[src/rtl/conv_scan_ctrl.sv]
// conv_scan_ctrl: raster-scan sequencer feeding the 3x3 window collector.
// Zero padding ('same' convolution) is compiled in when CONV_ZERO_PAD_EN is defined.
module conv_scan_ctrl #(
    parameter int IMAGE_WIDTH  = 128,
    parameter int IMAGE_HEIGHT = 128
) (
    input  logic        clk,
    input  logic        rst_n,
    input  logic        start,
    input  logic        abort,
    input  logic [7:0]  cfg_width,
    input  logic [7:0]  cfg_height,
    output logic        busy,
    output logic        done,
    output logic        cfg_err,
    output logic        rd_en,
    output logic [15:0] rd_addr,
    input  logic [7:0]  rd_data,
    output logic [7:0]  pixel_out,
    output logic [7:0]  stage_width,
    output logic        win_valid,
    output logic [7:0]  win_row,
    output logic [7:0]  win_col
);

    // state   | meaning
    // S_IDLE  | waiting for start; cfg checked here
    // S_SCAN  | one grid position issued per cycle
    // S_DRAIN | last pixel presented, done pulsed
    typedef enum logic [1:0] {S_IDLE, S_SCAN, S_DRAIN} state_t;

`ifdef CONV_ZERO_PAD_EN
    localparam logic [7:0] PAD = 8'd2;
`else
    localparam logic [7:0] PAD = 8'd0;
`endif

    state_t      state, state_nxt;
    logic [7:0]  ws_q, hs_q, row_q, col_q, prow_q, pcol_q;
    logic [15:0] addr_q;
    logic        iss_q, cfg_err_q;
    logic        start_ok, start_bad, cfg_legal, last_pos, border, pad_q;
    logic [8:0]  w_scan;

    assign w_scan    = {1'b0, cfg_width} + {1'b0, PAD};
    assign cfg_legal = (cfg_width >= 8'd3) && (cfg_height >= 8'd3) &&
                       (w_scan <= 9'(IMAGE_WIDTH)) &&
                       ({1'b0, cfg_height} <= 9'(IMAGE_HEIGHT));
    assign last_pos  = (row_q == hs_q - 8'd1) && (col_q == ws_q - 8'd1);

`ifdef CONV_ZERO_PAD_EN
    assign border = (row_q == 8'd0) || (row_q == hs_q - 8'd1) ||
                    (col_q == 8'd0) || (col_q == ws_q - 8'd1);

    // Pad flag idles high so pixel_out reads as zero outside a frame.
    always_ff @(posedge clk or negedge rst_n) begin
        if (!rst_n) pad_q <= 1'b1;
        else        pad_q <= !rd_en;
    end
`else
    assign border = 1'b0;
    assign pad_q  = 1'b0;
`endif

    always_ff @(posedge clk or negedge rst_n) begin
        if (!rst_n) state <= S_IDLE;
        else        state <= state_nxt;
    end

    always_comb begin
        state_nxt = state;
        start_ok  = 1'b0;
        start_bad = 1'b0;
        busy      = 1'b0;
        rd_en     = 1'b0;
        done      = 1'b0;
        case (state)
            S_IDLE: begin
                if (start && !abort) begin
                    if (cfg_legal) begin
                        state_nxt = S_SCAN;
                        start_ok  = 1'b1;
                    end else begin
                        start_bad = 1'b1;
                    end
                end
            end
            S_SCAN: begin
                busy  = !abort;
                rd_en = !abort && !border;
                if (abort)         state_nxt = S_IDLE;
                else if (last_pos) state_nxt = S_DRAIN;
            end
            S_DRAIN: begin
                busy      = !abort;
                done      = !abort;
                state_nxt = S_IDLE;
            end
            default: state_nxt = S_IDLE;
        endcase
    end

    always_ff @(posedge clk or negedge rst_n) begin
        if (!rst_n) begin
            ws_q      <= 8'd0;
            hs_q      <= 8'd0;
            row_q     <= 8'd0;
            col_q     <= 8'd0;
            addr_q    <= 16'd0;
            iss_q     <= 1'b0;
            prow_q    <= 8'd0;
            pcol_q    <= 8'd0;
            cfg_err_q <= 1'b0;
        end else begin
            cfg_err_q <= start_bad;
            iss_q     <= (state == S_SCAN) && !abort;
            prow_q    <= row_q;
            pcol_q    <= col_q;
            if (start_ok) begin
                ws_q   <= cfg_width + PAD;
                hs_q   <= cfg_height + PAD;
                row_q  <= 8'd0;
                col_q  <= 8'd0;
                addr_q <= 16'd0;
            end else if ((state == S_SCAN) && !abort) begin
                if (col_q == ws_q - 8'd1) begin
                    col_q <= 8'd0;
                    row_q <= row_q + 8'd1;
                end else begin
                    col_q <= col_q + 8'd1;
                end
                if (rd_en) addr_q <= addr_q + 16'd1;
            end
        end
    end

    // Windows need two full grid rows in the collector, so stale lines never flag.
    assign win_valid   = iss_q && !abort && (prow_q >= 8'd2) && (pcol_q >= 8'd2);
    assign win_row     = win_valid ? prow_q - 8'd2 : 8'd0;
    assign win_col     = win_valid ? pcol_q - 8'd2 : 8'd0;
    assign pixel_out   = pad_q ? 8'd0 : rd_data;
    assign rd_addr     = addr_q;
    assign stage_width = ws_q;
    assign cfg_err     = cfg_err_q;

endmodule

[config.mk]
export PLATFORM = sky130hd
export DESIGN_NAME = conv_scan_ctrl
export DESIGN_NICKNAME = d
export VERILOG_FILES = /design/src/rtl/conv_scan_ctrl.sv
export SDC_FILE = /design/constraint.sdc
export NUM_CORES = 1
export LEC_CHECK = 0
export ABC_CLOCK_PERIOD_IN_PS = 2450
export BUFFER_PORTS_ARGS = -buffer_cell sky130_fd_sc_hd__buf_2
export CAP_MARGIN = 0
export CORE_ASPECT_RATIO = 0.8
export CORE_MARGIN = 2
export CORE_UTILIZATION = 49
export CTS_CLUSTER_SIZE = 12
export DETAILED_ROUTE_END_ITERATION = 7
export MAX_ROUTING_LAYER = met4
export PLACE_DENSITY = 0.79
export SKIP_LAST_GASP = 1
export SLEW_MARGIN = 0
export SYNTH_ARGS = -nofsm -noshare
export SYNTH_HDL_FRONTEND = slang
export SYNTH_SLANG_ARGS = --single-unit
[constraint.sdc]
create_clock -name clk -period 2.45 [get_ports clk]
set_input_delay 0.245 -clock clk [delete_from_list [all_inputs] [get_ports clk]]
set_output_delay 0.245 -clock clk [all_outputs]
set_load 0.005 [all_outputs]
==> impl_metrics.tcl <==
set metrics [dict create \
    yosysSeqAreaShare 0.452 \
    synthCells 397 \
    clock_latency_ps 350 \
    avgSynthCellArea_um2 9.49 \
    cp.arrival_ps 2290 \
    powerDensity_nw_per_um2 857 \
    fin_nets 510 \
    post_drt_wl_per_cell_um 14.4 \
    total_leakage_power_nw 2.20 \
    maxSlewHeadroom 0.459 \
    layout-drive-gt1-share 0.258 \
    clock-root-buffer "clkbuf_8" \
    fillers 616 \
    netlist_top_cells_count "dfrtp_1 (68), nor2_1 (48), nand2_1 (34)" \
    vdd.ir_drop.worst_uv 472 \
    die_x_um 102 \
    hp-class "input pin to async pin" \
    cts.sinks 68 \
    drcViolationCount 0 \
    cp_slowest_stage_delay_ps 440 \
    max_slew.worst_pin.slew_ps 812 \
    cts_tree "built" \
    clk_path_buf_depth 2 \
    path_class "flip-flop to primary output" \
    crit_path_start_kind "flip-flop" \
    syn_to_final_growth_pct 20.9 \
    critPathSlowestCell "or4_4" \
    ys.flop_type "dfrtp_1" \
    cts_buffers 9 \
    vias_per_cell 5.31 \
    route.met3.wl_um 445 \
    end_kind "primary output" \
    post_synth_instance_area_um2 3770 \
    grt_pass1_wl_um 13500 \
    yosysMostFrequentCell "dfrtp_1" \
    final_util 0.613 \
    via_count 3092 \
    postRouteAntennaNets 0 \
    post-route-period-util 1.04 \
    dp_hpwl_um 5880 \
    fp-row-count 28 \
    path_buf_inv 2 \
    failed_checks "setup timing" \
    yosys_warnings 0 \
    htree_levels 3 \
    regArea_um2 1700 \
    fin_ws_ps -87.2 \
    synth_seq_cells 68 \
    finalSetupViolations 14 \
    antenna_found_initial 0 \
    portBuffers 64 \
    synth_edf_count 0 \
    antenna_cells 0 \
    synth_area_leader_cell "dfrtp_1" \
    async_reset_ff_frac 1.00 \
    syn-num-nets 435 \
    met1_length_um 3930 \
    grt_usage 0.217 \
    dr.max_layer_used "met4" \
    ys_top_cells_by_area "dfrtp_1 (45%), xor2_1 (6.5%), xnor2_1 (5.1%)" \
    fp.dieH_um 82.4 \
    drtIter0Drc 223 \
    period_needed_ps 2540 \
    wl_met2_um 3890 \
    core_um2 7430 \
    synth.distinct_cells 52 \
    io_pins 81 \
    grt_max_degree 69 \
    gp_congestion 0.809 \
    dr.pass1.iters 4 \
    multi_input_area_um2 1970 \
    finalHoldViolations 0 \
    worst_clock_skew_ps 9.67 \
    routed_wl_um 8390 \
    outcome "finished, violations left" \
    cp_max_fo 7 \
    post-place-ws_ps 135 \
    clk_pin_slew_ps 70 \
    drv_slew 0 \
    fmax_mhz 394 \
    die_area_um2 8410 \
    setup_tns_ps -980 \
    synth_top_area_frac 0.452 \
    grt-ovfl-total 0 \
    crit_family "simple AND/OR/NAND/NOR gates" \
    cp.required_ps 2200 \
    crit_chain "or3_4, or2_4, or4_4, o311ai_4, buf_6, nor2_1, buf_2" \
    rsz0062_at_grt "yes" \
    start_util 0.507 \
    cap_viol_max_count 0 \
    first_global_vias 2787 \
]
-- flip-flops by register name, indices dropped and copies added (netlist names) --
register and cells:
cfg_err 1, col_q 8, hs_q 8, iss_q 1, pcol_q 8, prow_q 8, rd_addr 16, row_q 8
stage_width 8, state 2
-- where the power goes --
part           total [W]  switching, W  internal, W  leakage [nW]
registers        0.00163      0.000294      0.00134         0.874
logic            0.00126      0.000660     0.000603          1.22
clock network    0.00100      0.000431     0.000573         0.102
-- final timing paths --
check                           depth (start not counted)  slack (ps)                       start                      end
worst max-delay path                                    7         -90         prow_q[5]$_DFF_PN0_               win_col[5]
worst min-delay path                                    2          70                       rst_n  rd_addr[12]$_DFFE_PN0P_
worst max register to register                          7         180  stage_width[3]$_DFFE_PN0N_     row_q[5]$_DFFE_PN0P_
worst min register to register                          0         490        row_q[7]$_DFFE_PN0P_      prow_q[7]$_DFF_PN0_
max in group asynchronous                               2        1850                       rst_n      hs_q[1]$_DFFE_PN0N_
min in group clk                                        3         130               cfg_height[2]      hs_q[2]$_DFFE_PN0N_
-- layer usage --
layer	global-route usage	vias up
met5	-	-
li1	-	1509
met3	0.0396	14
met1	0.294	1476
met2	0.324	93
met4	0.0907	0
-- worst reg2reg max path, cell delays in order (launching register included) --
cell and delay [ps]:
dfrtp_1 510, nor4_2 470, nand2_1 100, o31a_1 300, nand2_1 110, nand2_2 60
or4_1 500, a21oi_1 160
-- through the flow --
step	instances	area (um2)	total power, W	hold WS (ps)
after floorplan	397	3770	0.00246	-50.6
after global placement	557	4210	0.00281	461
after detailed placement	557	4210	0.00287	462
after CTS	577	4480	0.00389	104
after global routing	582	4550	0.00417	138
final	582	4550	0.00390	72.8
-- cell families after synthesis --
group	after synthesis	share of synthesized area
adder cells (fa/ha/maj)	10	0.0332
buffers and inverters	36	0.0465
AO/OA/AOI/OAI	50	0.0824
AND/OR/NAND/NOR	170	0.232
multiplexers	13	0.0382
XOR/XNOR	50	0.116
flip-flops	68	0.452
-- cells in the final DEF (no fill, tap or decap), types with 3 or more instances in the layout --
master	count
nand4_1	6
nor2_1	44
mux2_1	3
buf_4	19
nor3_1	14
and3_1	5
and2_1	3
o21ai_0	15
a31oi_1	5
a21oi_1	18
and4_1	4
ha_1	9
dfrtp_1	68
xnor2_1	22
nand2b_1	6
nand2_1	34
clkbuf_8	9
buf_2	64
nor3b_1	4
nand3_1	20
inv_1	14
nor2_2	3
nor2b_1	8
mux2_2	8
xor2_1	28
-- area by class of cell --
| type | instances | share of cell area |
|---|---|---|
| multi-input combinational | 294 | 0.433 |
| sequential | 68 | 0.374 |
| timing repair buffer | 84 | 0.104 |
| tap | 105 | 0.0289 |
| clock buffer | 10 | 0.0280 |
| clock inverter | 6 | 0.0195 |
| inverter | 15 | 0.0124 |
-- timing repair --
action / CTS / global route
pin swaps: 1 / 6
resized for setup: 4 / 7
hold buffers: 0 / 0
setup buffers: 3 / 5
gates cloned: 1 / 0
endpoints found under the setup margin: 17 / 20
Power figures use the tool's default switching activity.
